--- config.mk ---
export PLATFORM = sky130hd
export DESIGN_NAME = reg_bank
export DESIGN_NICKNAME = d
export VERILOG_FILES = /design/src/rtl/reg_bank_pkg.sv /design/src/rtl/reg_bank_alu.sv /design/src/rtl/reg_bank.sv
export SDC_FILE = /design/constraint.sdc
export NUM_CORES = 1
export LEC_CHECK = 0
export CAP_MARGIN = 20
export CORE_MARGIN = 2
export CORE_UTILIZATION = 59
export CTS_CLUSTER_DIAMETER = 150
export CTS_CLUSTER_SIZE = 8
export DETAILED_ROUTE_END_ITERATION = 16
export PLACE_DENSITY = 0.8
export SYNTH_ARGS = -nofsm -noshare
export SYNTH_HDL_FRONTEND = slang
export SYNTH_HIERARCHICAL = 1
export SYNTH_SLANG_ARGS = --single-unit
--- constraint.sdc ---
create_clock -name clk -period 3.4 [get_ports clk]
set_input_delay 0.34 -clock clk [delete_from_list [all_inputs] [get_ports clk]]
set_output_delay 0.34 -clock clk [all_outputs]
set_load 0.005 [all_outputs]
--- src/rtl/reg_bank_pkg.sv ---
// Shared definitions for the register bank: operation codes only.
// Nothing here depends on the data width, so every bank size can share this package.
package reg_bank_pkg;

    typedef enum logic [2:0] {
        OP_NOP  = 3'd0,
        OP_LOAD = 3'd1,
        OP_BSET = 3'd2,
        OP_BCLR = 3'd3,
        OP_INC  = 3'd4,
        OP_DEC  = 3'd5,
        OP_CLR  = 3'd6,
        OP_SWAP = 3'd7
    } op_e;

endpackage

--- src/rtl/reg_bank_alu.sv ---
// Combinational operation unit: computes the new register value for one op.
// It also reports a carry/borrow flag; carry_valid marks the ops that own that flag.
module reg_bank_alu
    import reg_bank_pkg::*;
#(
    parameter  int WIDTH = 8,
    localparam int BW    = $clog2(WIDTH)
) (
    input  op_e              op,
    input  logic [WIDTH-1:0] src,
    input  logic [WIDTH-1:0] wdata,
    input  logic [BW-1:0]    bsel,
    output logic [WIDTH-1:0] result,
    output logic             carry,
    output logic             carry_valid
);

    // Halves exchanged by SWAP; for odd WIDTH the MSB is left out and keeps its place.
    localparam int HALF = WIDTH / 2;

    // Per-op result; a bit index beyond WIDTH matches no bit, so the value passes through.
    always_comb begin
        result      = src;
        carry       = 1'b0;
        carry_valid = 1'b0;
        case (op)
            OP_LOAD: result = wdata;
            OP_BSET: begin
                for (int i = 0; i < WIDTH; i++)
                    if (BW'(i) == bsel) result[i] = 1'b1;
            end
            OP_BCLR: begin
                for (int i = 0; i < WIDTH; i++)
                    if (BW'(i) == bsel) result[i] = 1'b0;
            end
            OP_INC: begin
                result      = src + WIDTH'(1);
                carry       = &src;          // all-ones wraps to zero
                carry_valid = 1'b1;
            end
            OP_DEC: begin
                result      = src - WIDTH'(1);
                carry       = |src;          // 0 means a borrow happened
                carry_valid = 1'b1;
            end
            OP_CLR:  result = '0;
            OP_SWAP: begin
                for (int i = 0; i < HALF; i++) begin
                    result[i]        = src[i+HALF];
                    result[i+HALF]   = src[i];
                end
            end
            default: result = src;
        endcase
    end

endmodule

--- src/rtl/reg_bank.sv ---
// Small register bank with a single-op datapath, z/c flags and a zero-result pulse.
// Reads are combinational from the array with no write bypass.
module reg_bank
    import reg_bank_pkg::*;
#(
    parameter  int WIDTH     = 8,
    parameter  int DEPTH     = 8,
    parameter  int RESET_VAL = 1,
    localparam int AW        = $clog2(DEPTH),
    localparam int BW        = $clog2(WIDTH)
) (
    input  logic             clk,
    input  logic             rst,
    input  logic             en,
    input  logic [2:0]       op,
    input  logic [AW-1:0]    waddr,
    input  logic [WIDTH-1:0] wdata,
    input  logic [BW-1:0]    bsel,
    input  logic [AW-1:0]    raddr,
    output logic [WIDTH-1:0] rdata,
    output logic             z,
    output logic             c,
    output logic             hit
);

    localparam logic [WIDTH-1:0] RST_WORD = WIDTH'(RESET_VAL);

    logic [WIDTH-1:0] mem [DEPTH];
    logic [WIDTH-1:0] src;
    logic             wr_ok;
    logic             act;
    op_e              opc;
    logic [WIDTH-1:0] alu_res;
    logic             alu_c;
    logic             alu_cv;

    assign opc = op_e'(op);
    assign act = en && (opc != OP_NOP);

    // Write-side decode; an unmapped address reads as 0 and blocks the write.
    always_comb begin
        src   = '0;
        wr_ok = 1'b0;
        for (int i = 0; i < DEPTH; i++) begin
            if (AW'(i) == waddr) begin
                src   = mem[i];
                wr_ok = 1'b1;
            end
        end
    end

    // Read port straight from the array; unmapped addresses return 0.
    always_comb begin
        rdata = '0;
        for (int i = 0; i < DEPTH; i++)
            if (AW'(i) == raddr) rdata = mem[i];
    end

    reg_bank_alu #(.WIDTH(WIDTH)) u_alu (
        .op          (opc),
        .src         (src),
        .wdata       (wdata),
        .bsel        (bsel),
        .result      (alu_res),
        .carry       (alu_c),
        .carry_valid (alu_cv)
    );

    // Register array: commit the op result to the addressed entry.
    always_ff @(posedge clk or negedge rst) begin
        if (!rst) begin
            for (int i = 0; i < DEPTH; i++) mem[i] <= RST_WORD;
        end else if (act && wr_ok) begin
            for (int i = 0; i < DEPTH; i++)
                if (AW'(i) == waddr) mem[i] <= alu_res;
        end
    end

    // Flags: z on every op, c only on INC/DEC, hit pulses for a zero INC/DEC result.
    always_ff @(posedge clk or negedge rst) begin
        if (!rst) begin
            z   <= 1'b0;
            c   <= 1'b0;
            hit <= 1'b0;
        end else begin
            hit <= act && alu_cv && (alu_res == '0);
            if (act) z <= (alu_res == '0);
            if (act && alu_cv) c <= alu_c;
        end
    end

endmodule

==> results_dict.tcl <==
set metrics [dict create \
    relSlewSlack_pct 54.92 \
    fin_crit_ns 3.157 \
    p_int_w 0.001987 \
    ys_seq_area_share_pct 36.97 \
    port_buffers 33 \
    grt_pass1_vias 3806 \
    synth_edf_count 0 \
    worstRegToRegCells 13 \
    p_seq_share_pct 42.2 \
    worstSetupEndpointType "register" \
    die_area_mm2 0.008451 \
    final_area_mm2 0.005423 \
    post_cts.repair.setup_buffers 0 \
    fmax_mhz 316.8 \
    overflow 0 \
    place_ws_ns -0.1826 \
    fin_skew_ns 0.01150 \
    finish.utilization_pct 71.28 \
    synth_warnings 6 \
    grt_max_degree 50 \
    synth_ff_type "dfrtp_1" \
    design.core.area_mm2 0.007607 \
    tightest_slew_ns 0.6763 \
    crit_fanout 8 \
    pin_count 34 \
    hpwl_mm 8.496 \
    clkPwrFrac_pct 19.8 \
    async_flop_share_pct 100.0 \
    h-tree-depth 3 \
    die_w_um 91.93 \
    drive_above_1_share_pct 38.66 \
    initial_core_util_pct 59.97 \
    start_kind "input pin" \
    fin_setup_tns_ns 0 \
    antenna_found_initial 0 \
    combinationalPowerShare_pct 38.1 \
    finalHoldViolations 0 \
    drt_iter0_markers 253 \
    dpl_cell_area_mm2 0.005218 \
    rsz0062_at_grt "false" \
    setup_violations 0 \
    cts_inserted_buffers 9 \
    power_switching_w 0.0009395 \
    hold_class "in2async" \
    clock_latency_ns 0.34 \
    rows 32 \
    power_density_mw_per_mm2 539.6 \
    ant_nets 0 \
    synth_fp_nets 426 \
    root_buffer "clkbuf_8" \
    cts_tree "yes" \
    grt_first_pass_wirelength_mm 19.31 \
    ir_drop_mv 0.3809 \
    drc 0 \
    area_growth_pct 18.87 \
    gp_congestion 0.9062 \
    drv_slew 0 \
    leakage_nw 2.287 \
    crit_required_ns 3.68 \
    hold-worst-slack_ns 0.4493 \
    setup_ws_ns 0.2435 \
    clkTransAtPathRegs_ns 0.07 \
    r2r_start "mem[18]" \
    yosys_register_bits 67 \
    vias 3725 \
    track_usage_pct 29.82 \
    ys_types 69 \
    critPathArrivalTime_ns 3.44 \
    diodes 0 \
    vias_per_cell 6.445 \
    fin_crit_sh_pct 92.84 \
    clk_path_buf_depth 2 \
    drt-total-wl_mm 11.98 \
    cap_violations 0 \
    crit_type "in2reg" \
    fin_nets 495 \
    status "finished clean" \
    cts.sinks 67 \
    startpoint "waddr[0]" \
    swShare_pct 32.10 \
    drtPass1Iterations 5 \
    die_h_um 91.93 \
    netlist_area_mm2 0.004562 \
    wl_per_cell_um 20.73 \
    synth_cells 402 \
    syn_area_per_cell_um2 11.35 \
]
[stage by stage]
stage               total power [W]  instances
finish                     0.002926        578
detailed placement         0.002337        560
global placement           0.002294        560
CTS                        0.002920        576
global route               0.003087        578
floorplan                  0.001919        402
[layout make-up]
| type | count | area, um^2 |
|---|---|---|
| tap | 102 | 127.6 |
| timing repair buffer | 86 | 738.2 |
| clock buffer | 14 | 152.6 |
| clock inverter | 2 | 12.51 |
| fill | 539 | 2185 |
| inverter | 8 | 30.03 |
| multi-input combinational | 299 | 2675 |
| sequential | 67 | 1687 |
[power groups by stage]
stage               registers [W]  clock network (W)  logic (W)
global route              0.00126           0.000621    0.00121
finish                    0.00123           0.000578    0.00111
global placement          0.00123                  0    0.00107
floorplan                 0.00118                  0   0.000742
detailed placement        0.00124                  0    0.00110
CTS                       0.00123           0.000589    0.00110
[worst paths after layout]
path                       slack (ns)       to
setup / recovery                 0.24   mem[7]
hold / removal                   0.45  mem[21]
setup reg to reg                 0.49   mem[7]
hold reg to reg                  0.52        z
max in group asynchronous        2.15  mem[16]
min in group clk                 0.52        z
[cells in the mapped netlist, drive strengths merged (3+ instances only)]
| cell type | number | share of area (%) |
|---|---|---|
| nor2 | 13 | 1.4 |
| a21oi | 11 | 1.3 |
| inv | 8 | 0.66 |
| dfrtp | 59 | 32 |
| nor2b | 9 | 1.2 |
| a2bb2oi | 5 | 1.1 |
| nand3b | 5 | 0.82 |
| nand2b | 9 | 1.2 |
| mux4 | 17 | 8.4 |
| a32oi | 5 | 0.96 |
| dfstp | 8 | 4.6 |
| nor3 | 12 | 2.2 |
| a31oi | 3 | 0.41 |
| buf | 17 | 2.2 |
| nand2 | 29 | 2.5 |
| o21ai | 19 | 2.1 |
| or3 | 4 | 0.66 |
| nand3 | 10 | 1.3 |
| a22oi | 3 | 0.49 |
| o22a | 6 | 1.2 |
| a22o | 8 | 1.6 |
| mux2 | 75 | 19 |
| nor4 | 4 | 0.55 |
| clkbuf | 11 | 1.8 |
| o211ai | 3 | 0.49 |
| mux2i | 16 | 3.5 |
[routing by layer]
layer | vias up | global-route usage (%) | wire length [um]
li1 | 1673 | - | -
met1 | 1838 | 37.19 | 4655
met2 | 174 | 49.02 | 5866
met3 | 40 | 7.067 | 992
met4 | 0 | 14.30 | 468
met5 | - | 0 | 0
[worst max-delay path, cell delays in order]
cell and delay (ns):
clkdlybuf4s50_1 0.56, mux2_2 0.35, o21ai_0 0.16, o21ai_0 0.15, a2bb2oi_2 0.21, buf_4 0.17
or3_4 0.39, buf_4 0.15, nor3_2 0.13, a21oi_1 0.06, a21oi_2 0.15, a2bb2oi_2 0.25
buf_4 0.20, mux2_2 0.15
[placed cells by master (no fill, tap or decap), types with 10 or more instances in the layout]
cell type,instances
mux2_2,72
dfrtp_1,59
buf_4,51
clkdlybuf4s50_1,32
nand2_1,27
mux4_2,17
mux2i_1,16
o21ai_0,16
nor2_1,11
clkbuf_8,10
[logic make-up after synthesis]
kind of cell / Yosys count / synth area share (%)
multiplexers: 108 / 30.42
AND/OR/NAND/NOR: 108 / 14.59
AO/OA/AOI/OAI: 80 / 12.75
flip-flops: 67 / 36.97
buffers and inverters: 36 / 4.608
XOR/XNOR: 2 / 0.3841
adder cells (fa/ha/maj): 1 / 0.2742
[what timing repair did]
action | CTS | global route
resized for setup | 0 | 3
endpoints found under the setup margin | 0 | 2
hold endpoints to repair | 0 | 15
hold buffers | 0 | 1
[flip-flops by register name, indices dropped and copies added, names as in the netlist]
| name | cells |
|---|---|
| c | 1 |
| hit | 1 |
| mem | 64 |
| z | 1 |
Note: power is estimated with default switching activity, not from simulation.
==> RTL edit (config.mk and constraints unchanged) <==
`WIDTH` is set to 8 in 2 places; all go to 16.
--- a/src/rtl/reg_bank_alu.sv
+++ b/src/rtl/reg_bank_alu.sv
@@ -3,7 +3,7 @@
 module reg_bank_alu
     import reg_bank_pkg::*;
 #(
-    parameter  int WIDTH = 8,
+    parameter  int WIDTH = 16,
     localparam int BW    = $clog2(WIDTH)
 ) (
     input  op_e              op,
--- a/src/rtl/reg_bank.sv
+++ b/src/rtl/reg_bank.sv
@@ -3,7 +3,7 @@
 module reg_bank
     import reg_bank_pkg::*;
 #(
-    parameter  int WIDTH     = 8,
+    parameter  int WIDTH     = 16,
     parameter  int DEPTH     = 8,
     parameter  int RESET_VAL = 1,
     localparam int AW        = $clog2(DEPTH),
Ports: changed (resized bsel, rdata and wdata); port bits go from 34 to 51. No check against the original RTL was run, so the function may have changed too.
==> RTL edit against the unedited design <==
The run now ends with negative setup slack left; area after synthesis up 94%; wire length up 150%; worst setup slack worse by 350 ps; non-clock buffer count up 98; total power up 140%; critical path depth down 1; sequential power up 110%; cell area up 110%; sequential cell count up 64; fmax down 10%; critical endpoint is now z.
==> RTL edit: results <==
{
  "outcome": "complete, but fails checks",
  "failed_checks": "negative setup slack",
  "synth_common_cells": "sky130_fd_sc_hd__mux2_2, sky130_fd_sc_hd__dfrtp_1, sky130_fd_sc_hd__nand2_1, sky130_fd_sc_hd__nor2_1, sky130_fd_sc_hd__o21ai_0",
  "crit_slowest_cell": "sky130_fd_sc_hd__or4_4",
  "critical_path.top_delay_family": "multiplexers",
  "fin_worst_skew_ps": 8.61,
  "reg2reg_depth": 13,
  "setup-violations-final": 17,
  "globalplace.congestion": 0.987,
  "antenna_found_initial": 0,
  "timing.slew.headroom_pct": 48.8,
  "route.detailed.vias_per_inst": 6.90,
  "clk-insertion-delay-late_ps": 420,
  "cell_internal_pwr_mw": 4.71,
  "grt_use_met3_pct": 7.97,
  "critical-path-max-stage-delay_ps": 500,
  "synth-async-reset-ratio_pct": 100,
  "cts_max_level": 4,
  "largest_register_ff_count": 128,
  "io_buffer_count": 50,
  "routedWlPerCell_um": 24.4,
  "synthCells": 884,
  "antenna_cells": 0,
  "dp_hpwl_um": 20000,
  "vdd_drop_max_mv": 0.491,
  "dr.pass1.iters": 5,
  "cts.path.max_buffers": 2,
  "yosysWarningCount": 6,
  "wire_length_of_the_first_global_routing_pass_um": 46300,
  "synth.yosys.seq_area_share_pct": 37.2,
  "path_max_fanout": 5,
  "mappedNetlistNets": 917,
  "timing.hold.worst.class": "primary input to async pin",
  "critPathArrivalTime_ps": 3860,
  "grt_usage_pct": 37.4,
  "post-route-worst-setup-slack_ps": -108,
  "grt_use_met2_pct": 58.2,
  "final.setup.tns_ps": -647,
  "dpl-instance-area_um2": 10300,
  "grt.met1_usage_pct": 49.7,
  "detailedPlace.worstSlack_ps": -931,
  "cts_root_buf": "sky130_fd_sc_hd__clkbuf_16",
  "post_synth_main_area_contributors": "sky130_fd_sc_hd__dfrtp_1, sky130_fd_sc_hd__mux2_2, sky130_fd_sc_hd__mux2i_1",
  "p_leak_nw": 4.76,
  "numCtsBuffers": 17,
  "post_cts_clock_slew_at_the_launch_and_capture_registers_of_the_worst_setup_and_hold_paths_ps": 60,
  "num-nets-final": 1043,
  "number_of_global_route_vias_before_repair": 8184,
  "registers.top_by_ff_count": "mem",
  "drive_above_1_share_pct": 37.2,
  "synth.lib_cells_used.distinct": 70,
  "route.vias.total": 8324,
  "grt_max_degree": 71,
  "place.detailed.instances": 1168,
  "synth_top_flop_cell": "sky130_fd_sc_hd__dfrtp_1",
  "initialDrtViolationCount": 865
}
==> RTL edit: repair_timing <==
action                                  CTS  global route
setup buffers                             6             2
endpoints found under the setup margin   76            76
hold buffers                              0             0
cloned                                    0             0
gates resized for setup                  35            22
pin swaps                                15            11
==> RTL edit: final timing paths <==
path	slack [ps]	to	start
min in group clk	500	z	z
worst max-delay path	-110	z	mem[97]
max in group asynchronous	2520	mem[108]	rst
worst max register to register	-110	z	mem[97]
worst min-delay path	2	mem[99]	rst
worst min register to register	500	z	z
==> RTL edit: logic make-up (layout without fill, tap and decap cells) <==
| logic type | Yosys count | in the layout | share of synthesized area [%] |
|---|---|---|---|
| AO/OA/AOI/OAI | 237 | 237 | 18.7 |
| XOR/XNOR | 8 | 8 | 0.792 |
| adder cells (fa/ha/maj) | 1 | 1 | 0.141 |
| buffers and inverters | 88 | 227 | 4.53 |
| flip-flops | 131 | 131 | 37.2 |
| multiplexers | 195 | 195 | 25.7 |
| AND/OR/NAND/NOR | 224 | 224 | 12.9 |
==> RTL edit: power groups by stage <==
stage                     clock, mW  combinational, mW  sequential, mW
final                          1.86               2.72            2.53
after floorplan                   0               1.56            2.36
after global routing           1.94               2.90            2.58
after CTS                      1.86               2.61            2.51
after detailed placement          0               2.45            2.52
after global placement            0               2.39            2.50
==> RTL edit: worst register-to-register path, cell delays in order, from the launching register on <==
cell                      delay [ps]
sky130_fd_sc_hd__dfrtp_1         410
sky130_fd_sc_hd__mux4_2          470
sky130_fd_sc_hd__mux2_4          320
sky130_fd_sc_hd__buf_6           140
sky130_fd_sc_hd__buf_6           120
sky130_fd_sc_hd__or4_4           500
sky130_fd_sc_hd__o21ai_2         140
sky130_fd_sc_hd__nand2_2          90
sky130_fd_sc_hd__mux2_4          320
sky130_fd_sc_hd__o21a_1          170
sky130_fd_sc_hd__o22a_1          210
sky130_fd_sc_hd__nor4_4          210
sky130_fd_sc_hd__nand4_1         190
sky130_fd_sc_hd__o21ai_1         150
==> RTL edit: final cells by class <==
type | count | area [um^2]
multi-input combinational | 665 | 5400
fill | 944 | 3420
sequential | 131 | 3290
timing repair buffer | 184 | 1620
clock buffer | 23 | 458
tap | 184 | 230
clock inverter | 9 | 130
inverter | 11 | 41.3
==> RTL edit: metal layers <==
layer | vias to the layer above | part of all wire, %
met3 | 121 | 8.5
met5 | - | 0
met1 | 4136 | 40
met4 | 0 | 5.2
li1 | 3568 | -
met2 | 499 | 46
